<file path="src/rtl/note_draw_scheduler.sv">
// Frame scheduler for the note-block plot engine: each frame runs an erase pass and then a draw
// pass over the note slots, handing one slot at a time to the plotter over valid/ready.
module note_draw_scheduler #(
  parameter int unsigned NUM_SLOTS    = 15,
  parameter int unsigned FRAME_WAIT   = 19201,
  parameter int unsigned DONE_TIMEOUT = 1024,
  parameter int unsigned CNT_W        = 17
) (
  input  logic                 CLK,
  input  logic                 reset,
  input  logic [NUM_SLOTS-1:0] slot_enable_i,
  input  logic                 cmd_ready_i,
  input  logic                 plot_done_i,
  output logic [3:0]           command_o,
  output logic                 cmd_erase_o,
  output logic                 cmd_valid_o,
  output logic                 frame_tick_o,
  output logic                 busy_o,
  output logic                 err_timeout_o
);

  typedef enum logic [1:0] {StWait, StScan, StIssue, StWaitDone} state_e;

  localparam logic [CNT_W-1:0] WaitLast = CNT_W'(FRAME_WAIT - 1);
  localparam logic [CNT_W-1:0] DoneLast = CNT_W'(DONE_TIMEOUT - 1);
  localparam logic [3:0]       EndPtr   = 4'(NUM_SLOTS);
  localparam logic [3:0]       NoCmd    = 4'hF;

  state_e               state_q;
  logic [CNT_W-1:0]     cnt_q;
  logic [3:0]           ptr_q;
  logic                 erase_phase_q;
  logic [NUM_SLOTS-1:0] erase_mask_q;
  logic [NUM_SLOTS-1:0] draw_mask_q;
  logic [3:0]           command_q;
  logic                 cmd_erase_q;
  logic                 cmd_valid_q;
  logic                 frame_tick_q;
  logic                 busy_q;
  logic                 err_timeout_q;

  // Widened to 16 bits so the 4-bit pointer indexes it for any slot count.
  logic [15:0] act_mask;
  always_comb begin
    act_mask = erase_phase_q ? 16'(erase_mask_q) : 16'(draw_mask_q);
  end

  always_ff @(posedge CLK) begin
    if (!reset) begin
      state_q       <= StWait;
      cnt_q         <= '0;
      ptr_q         <= '0;
      erase_phase_q <= 1'b1;
      erase_mask_q  <= '0;
      draw_mask_q   <= '0;
      command_q     <= NoCmd;
      cmd_erase_q   <= 1'b0;
      cmd_valid_q   <= 1'b0;
      frame_tick_q  <= 1'b0;
      busy_q        <= 1'b0;
      err_timeout_q <= 1'b0;
    end else begin
      frame_tick_q <= 1'b0;
      unique case (state_q)
        StWait: begin
          if (cnt_q == WaitLast) begin
            cnt_q         <= '0;
            ptr_q         <= '0;
            erase_phase_q <= 1'b1;
            // Erase what was drawn last frame, then draw this frame's snapshot.
            erase_mask_q  <= draw_mask_q;
            draw_mask_q   <= slot_enable_i;
            state_q       <= StScan;
            busy_q        <= 1'b1;
          end else begin
            cnt_q <= cnt_q + 1'b1;
          end
        end
        StScan: begin
          if (ptr_q == EndPtr) begin
            if (erase_phase_q) begin
              erase_phase_q <= 1'b0;
              ptr_q         <= '0;
            end else begin
              frame_tick_q <= 1'b1;
              cnt_q        <= '0;
              busy_q       <= 1'b0;
              state_q      <= StWait;
            end
          end else if (act_mask[ptr_q]) begin
            command_q   <= ptr_q;
            cmd_erase_q <= erase_phase_q;
            cmd_valid_q <= 1'b1;
            state_q     <= StIssue;
          end else begin
            ptr_q <= ptr_q + 4'd1;
          end
        end
        StIssue: begin
          if (cmd_ready_i) begin
            cmd_valid_q <= 1'b0;
            cnt_q       <= '0;
            state_q     <= StWaitDone;
          end
        end
        StWaitDone: begin
          if (plot_done_i || (cnt_q == DoneLast)) begin
            if (!plot_done_i) begin
              err_timeout_q <= 1'b1;
            end
            ptr_q     <= ptr_q + 4'd1;
            command_q <= NoCmd;
            state_q   <= StScan;
          end else begin
            cnt_q <= cnt_q + 1'b1;
          end
        end
        default: state_q <= StWait;
      endcase
    end
  end

  assign command_o     = command_q;
  assign cmd_erase_o   = cmd_erase_q;
  assign cmd_valid_o   = cmd_valid_q;
  assign frame_tick_o  = frame_tick_q;
  assign busy_o        = busy_q;
  assign err_timeout_o = err_timeout_q;

endmodule

</file>
<file path="config.mk">
export PLATFORM = sky130hd
export DESIGN_NAME = note_draw_scheduler
export DESIGN_NICKNAME = d
export VERILOG_FILES = /design/src/rtl/note_draw_scheduler.sv
export SDC_FILE = /design/constraint.sdc
export NUM_CORES = 1
export LEC_CHECK = 0
export ABC_AREA = 0
export CAP_MARGIN = 30
export CORE_MARGIN = 2
export CORE_UTILIZATION = 35
export DETAILED_ROUTE_END_ITERATION = 8
export PLACE_DENSITY = 0.54
export SLEW_MARGIN = 20
export SYNTH_ARGS = -nofsm -noshare
export SYNTH_HDL_FRONTEND = slang
export SYNTH_SLANG_ARGS = --single-unit
</file>
<file path="constraint.sdc">
create_clock -name CLK -period 5.6 [get_ports CLK]
set_clock_uncertainty 0.2 [all_clocks]
set_input_delay 0.56 -clock CLK [delete_from_list [all_inputs] [get_ports CLK]]
set_output_delay 0.56 -clock CLK [all_outputs]
set_load 0.01 [all_outputs]
</file>
==> metrics.md, run 1 <==
| Metric | Value |
|---|---|
| Die footprint | 0.009717 sq mm |
| #FFs+latches synth | 63 |
| Core ar. | 0.008678 sq mm |
| # diodes | 0 |
| WL per Instance | 13.75 um |
| FF-to-FF setup slack | 2360 ps |
| Residual DRC count | 0 |
| Multi-input gate area | 0.001712 sq mm |
| Share of cells above drive strength 1 | 9.774% |
| RSZ-0062 raised after global routing | false |
| Synth area leaders | dfxtp_1, nand2_1, a21oi_1, mux4_2, ha_1 |
| CTS Buf Count | 9 |
| Status | finished, final reports clean |
| Clock Pin Slew Worst Setup and Hold Paths | 80 ps |
| DRT antenna net count | 0 |
| P_leak | 1.241 nW |
| Register area share after synthesis | 40.29% |
| Vias in the first global route | 2511 |
| Syn_area_per_cell | 8.326 sq um |
| Total track usage | 14.88% |
| GRT busiest layer | met2 |
| Slew Limit Headroom | 47.39% |
| Endpoint class of the critical path | register |
| Count leader, synth | nand2_1 |
| Dominant cell type by area after synthesis | dfxtp_1 |
| CTS root buf | clkbuf_8 |
| Crit path kind | reg -> reg |
| DP HPWL | 4715 um |
| DP Worst Slack | 2414 ps |
| Vias/cell | 5.323 |
| Setup crit start | ptr_q[0] |
| Final hold viol count | 0 |
| Final Cell Area | 0.003681 sq mm |
| WP data arrival | 3250 ps |
| H-tree Lvls | 3 |
| Peak Freq | 308.4 MHz |
| R2R Path End | ptr_q[3] |
| Clock latency on the worst-skew pair | 340 ps |
| Shortest period the worst path allows | 3243 ps |
| Synth Flop Type | dfxtp_1 |
| Initial antenna violation count | 0 |
| Buffers on Ports | 27 |
| Synthesis-to-layout area growth | 17.59% |
| # Post-CTS Setup Buffers | 0 |
| Resize count post-CTS | 0 |
| Hold Startpoint | erase_mask_q[13] |
| Synth top area share | 40.29% |
| Worst vdd ir | 0.0001114 V |
| TritonCTS clock tree | built |
| GP Congestion | 0.8098 |
| Pin count of the biggest net entering global routing | 43 |
| Max Fanout on Critical Path | 13 |
| First-pass GRT wire length | 11810 um |
| Top post-synthesis cells by count | nand2_1, dfxtp_1, a21oi_1, nor2_1, clkbuf_1 |
| Die width | 98.58 um |
| Final Cycle Share | 57.90% |
| Row cnt | 34 |
| Final Max Slew Viols | 0 |
| Hold/Removal Path Class | reg -> reg |
| Total gr overflow | 0 |
| Top-Level Pins | 28 |
| Critical Path Sink | ptr_q[3] |
| GR Util met3 | 3.121% |
| Global Route met1 Usage | 20.89% |
| Clk buf depth | 2 |
| Via count | 2699 |
| Register area | 0.001261 sq mm |
| Synthesized cell area | 0.003131 sq mm |
| Synth warn | 0 |
| Slew @ Worst Pin | 789.2 ps |
| Worst Path Required | 5600 ps |
| Number of synthesized flops with an enable pin | 0 |
| Syn Nets | 403 |
| Placed cell areas | 0.003450 sq mm |
| Fillcell total | 917 |
| Sum Neg Setup Slack | 0 ps |
| Layout net count | 421 |
| Worst setup margin | 2357 ps |
| Post-synth ARST share | 0% |
| Startpoint types | register |
| Post-synthesis cell type count | 48 |
| PD cells | 254.2 mW/mm^2 |
| CTS Hold Bufs | 0 |
| Die Y | 98.58 um |
| Reg-to-reg startpoint | ptr_q[0] |
| Initial Utilization | 36.07% |
| Drt first pass iters | 4 |
| M2 GR Usage | 22.14% |
| Clock sinks | 63 |
| # setup viols final | 0 |
| FF-to-FF path depth | 6 |
| Drt total wl | 6970 um |
| Max_cap viols | 0 |
| Syn Inst Count | 376 |
| First-iteration detailed-routing DRC count | 155 |
## placed cells by master, fill, tap and decap left out, drive strengths merged, types with 9 or more instances in the layout
cell,count
dfxtp,63
o31ai,9
clkdlybuf4s50,27
nor2,16
clkbuf,10
mux2i,9
o21ai,13
a21oi,47
or3,9
inv,13
nand2,85
## kinds of logic (layout without fill, tap and decap cells)
group | after synthesis | after routing | share of synthesized area (%)
muxes | 14 | 14 | 6.475
buffers and inverters | 35 | 58 | 5.235
AOI/OAI and AO/OA | 95 | 95 | 20.22
and+or+nand+nor | 158 | 158 | 23.74
DFF | 63 | 63 | 40.29
xor gates and xnor gates | 3 | 3 | 0.8395
adders and majority gates | 8 | 8 | 3.198
## worst min-delay path by stage
stage / end / slack (ps) / cells after the start
after floorplan: erase_mask_q[10] / 230 / 2
after global placement: erase_mask_q[13] / 240 / 2
after detailed placement: erase_mask_q[4] / 240 / 2
after CTS: erase_mask_q[13] / 250 / 2
after global routing: erase_mask_q[1] / 270 / 2
final: erase_mask_q[13] / 250 / 2
## where the power goes
group / internal [W] / switching (W) / leakage (nW)
clock network: 0.000265 / 0.000189 / 0.113
registers: 0.000449 / 0.00000198 / 0.508
logic: 0.0000156 / 0.0000146 / 0.620
total: 0.000730 / 0.000206 / 1.24
## layer usage
metal / vias to the layer above / share of wire [%]
met2: 53 / 43
met4: 0 / 0.73
met1: 1272 / 53
met5: - / 0
li1: 1370 / -
met3: 4 / 3.8
## layout make-up
class | count | area share, %
Multi-Input combinational cell | 278 | 46.50
Sequential cell | 63 | 34.26
Timing Repair Buffer | 29 | 7.954
Clock buffer | 10 | 3.739
Tap cell | 108 | 3.671
Clock inverter | 6 | 2.549
Inverter | 13 | 1.326
## per-stage QoR
stage	hold slack, ps	utilization (%)	power (W)	instances
after floorplan	228.6	-	0.0004775	376
after global placement	235.1	39.58	0.0004920	490
after detailed placement	242.7	39.75	0.0004923	491
after CTS	253.2	42.42	0.0009454	507
after global routing	270.0	42.42	0.0009679	507
final	251.4	42.42	0.0009358	507
## registers in the layout, indices dropped and copies added (netlist names)
name           flops
ptr_q              4
err_timeout_o      1
cnt_q             17
command_o          4
erase_mask_q      15
cmd_erase_o        1
draw_mask_q       15
frame_tick_o       1
state_q            2
erase_phase_q      1
busy_o             1
cmd_valid_o        1
## critical path, stage by stage (launching register included)
cell and delay [ps]:
dfxtp_1 730, mux4_2 570, or2_2 280, a211oi_1 550, o31ai_1 300, a221oi_1 360
o32ai_1 110
No activity file was read; power rests on OpenSTA's default activity.
==> inputs of run 2 (changes only) <==
--- a/config.mk
+++ b/config.mk
@@ -10,7 +10,7 @@
 export CORE_MARGIN = 2
 export CORE_UTILIZATION = 35
 export DETAILED_ROUTE_END_ITERATION = 8
-export PLACE_DENSITY = 0.54
+export PLACE_DENSITY = 0.56
 export SLEW_MARGIN = 20
 export SYNTH_ARGS = -nofsm -noshare
 export SYNTH_HDL_FRONTEND = slang
==> constraint.sdc (replaced) <==
create_clock -name CLK -period 2.9 [get_ports CLK]
set_clock_uncertainty 0.2 [all_clocks]
set_input_delay 0.29 -clock CLK [delete_from_list [all_inputs] [get_ports CLK]]
set_output_delay 0.29 -clock CLK [all_outputs]
set_load 0.01 [all_outputs]
==> run 2 against run 1 <==
Largest power group unchanged. Critical path type unchanged. Clock power grew 95%. Non-clock buffer count grew 14. Count of clock-buffer cells in the layout shrank 1. Routed wire length grew 1.6%. Register-to-register slack lost 2200 ps. Hold slack gained 1.1 ps.
==> metrics.md, run 2 (synthesis results as in run 1) <==
| Metric | Value |
|---|---|
| RSZ-0062 raised after global routing | false |
| DP HPWL | 4817 um |
| PD cells | 482.7 mW/mm^2 |
| Worst Path Required | 2970 ps |
| Final Cycle Share | 95.19% |
| Die width | 98.58 um |
| Worst vdd ir | 0.0001702 V |
| Top-Level Pins | 28 |
| DRT antenna net count | 0 |
| Vias/cell | 5.248 |
| Share of cells above drive strength 1 | 12.83% |
| Slew Limit Headroom | 63.52% |
| First-pass GRT wire length | 12400 um |
| Drt total wl | 7080 um |
| P_leak | 1.302 nW |
| Residual DRC count | 0 |
| Reg-to-reg startpoint | cnt_q[10] |
| Shortest period the worst path allows | 2761 ps |
| Endpoint class of the critical path | register |
| Drt first pass iters | 4 |
| Die Y | 98.58 um |
| Startpoint types | register |
| GP Congestion | 0.8190 |
| Largest regs | cnt_q: 17 flops, draw_mask_q: 15 flops, erase_mask_q: 15 flops |
| Setup crit start | cnt_q[10] |
| WP data arrival | 2830 ps |
| H-tree Lvls | 3 |
| Hold/Removal Path Class | reg -> reg |
| Hold Startpoint | erase_mask_q[13] |
| Final hold viol count | 0 |
| CTS Buf Count | 9 |
| TritonCTS clock tree | built |
| Buffers on Ports | 27 |
| Clock latency on the worst-skew pair | 350 ps |
| Row cnt | 34 |
| Total track usage | 15.55% |
| Slew @ Worst Pin | 542.6 ps |
| Synthesis-to-layout area growth | 20.54% |
| Clk buf depth | 2 |
| Vias in the first global route | 2579 |
| Multi-input gate area | 0.001712 sq mm |
| Initial antenna violation count | 0 |
| Crit path kind | reg -> reg |
| Register area | 0.001261 sq mm |
| # diodes | 0 |
| Resize count post-CTS | 0 |
| Final Max Slew Viols | 0 |
| Max Fanout on Critical Path | 5 |
| CTS root buf | clkbuf_8 |
| Most flops, register | cnt_q |
| Most frequent cells in the layout | nand2_1, dfxtp_1, a21oi_1, clkdlybuf4s50_1 |
| Pin count of the biggest net entering global routing | 33 |
| Via count | 2734 |
| Max FFs per register | 17 |
| Max_cap viols | 0 |
| Layout net count | 435 |
| Total gr overflow | 0 |
| Initial Utilization | 36.07% |
| # setup viols final | 0 |
| WL per Instance | 13.59 um |
| Clock sinks | 63 |
| Peak Freq | 362.3 MHz |
| First-iteration detailed-routing DRC count | 126 |
| Core ar. | 0.008678 sq mm |
| Post-Layout Cell Count | 521 |
| Die footprint | 0.009717 sq mm |
| CTS Hold Bufs | 0 |
| Fillcell total | 897 |
| Most common cell after layout, fill and taps aside | nand2_1 |
| Sum Neg Setup Slack | 0 ps |
| Status | finished, final reports clean |
| Clock Pin Slew Worst Setup and Hold Paths | 80 ps |
| Post-Place Cells | 505 |
| # Post-CTS Setup Buffers | 0 |
## run 2: routing by layer
layer  vias to the layer above  track usage [%]  share of wire [%]
met1                      1296            21.51                 51
met3                         9            3.688                2.9
met4                         0            6.006                1.4
met2                        31            23.55                 45
met5                         -                0                  0
li1                       1398                -                  -
## run 2: per-stage QoR
stage	hold WS (ps)	power [W]	area (sq um)	util (%)	worst slack [ps]
2_1_floorplan	228.6	0.0009221	3131	-	324.6
3_3_place_gp	234.6	0.0009566	3547	40.87	180.7
3_5_place_dp	241.9	0.0009565	3547	40.87	185.9
4_1_cts	252.0	0.001840	3774	43.48	168.1
5_1_grt	269.2	0.001883	3774	43.48	16.41
6_report	252.5	0.001822	3774	43.48	139.5
## run 2: path summary, 6_finish.rpt
| path | endpoint | slack [ps] | cells after the start |
|---|---|---|---|
| worst max-delay path | ptr_q[0] | 140 | 6 |
| worst min register to register | erase_mask_q[13] | 250 | 2 |
| worst max register to register | ptr_q[0] | 140 | 6 |
| worst min-delay path | erase_mask_q[13] | 250 | 2 |
## run 2: worst max-delay path, stage by stage (launching register included)
cell and delay, ps:
dfxtp_1 330, or4_1 510, or3_4 380, o31ai_1 440
o21ai_1 260, a311o_1 410, o22ai_1 160
## run 2: area by class of cell
cell class	instances	share of cell area [%]
Sequential cell	63	33.42
Tap cell	108	3.581
Clock inverter	7	2.719
Clock buffer	9	3.282
Inverter	13	1.293
Timing Repair Buffer	43	10.34
Multi-Input combinational cell	278	45.36
## run 2: power breakdown
group / total [W] / switching [W] / internal (W)
combinational: 0.0000643 / 0.0000298 / 0.0000345
clock: 0.000886 / 0.000392 / 0.000494
sequential: 0.000872 / 0.00000402 / 0.000868
total: 0.00182 / 0.000425 / 0.00140
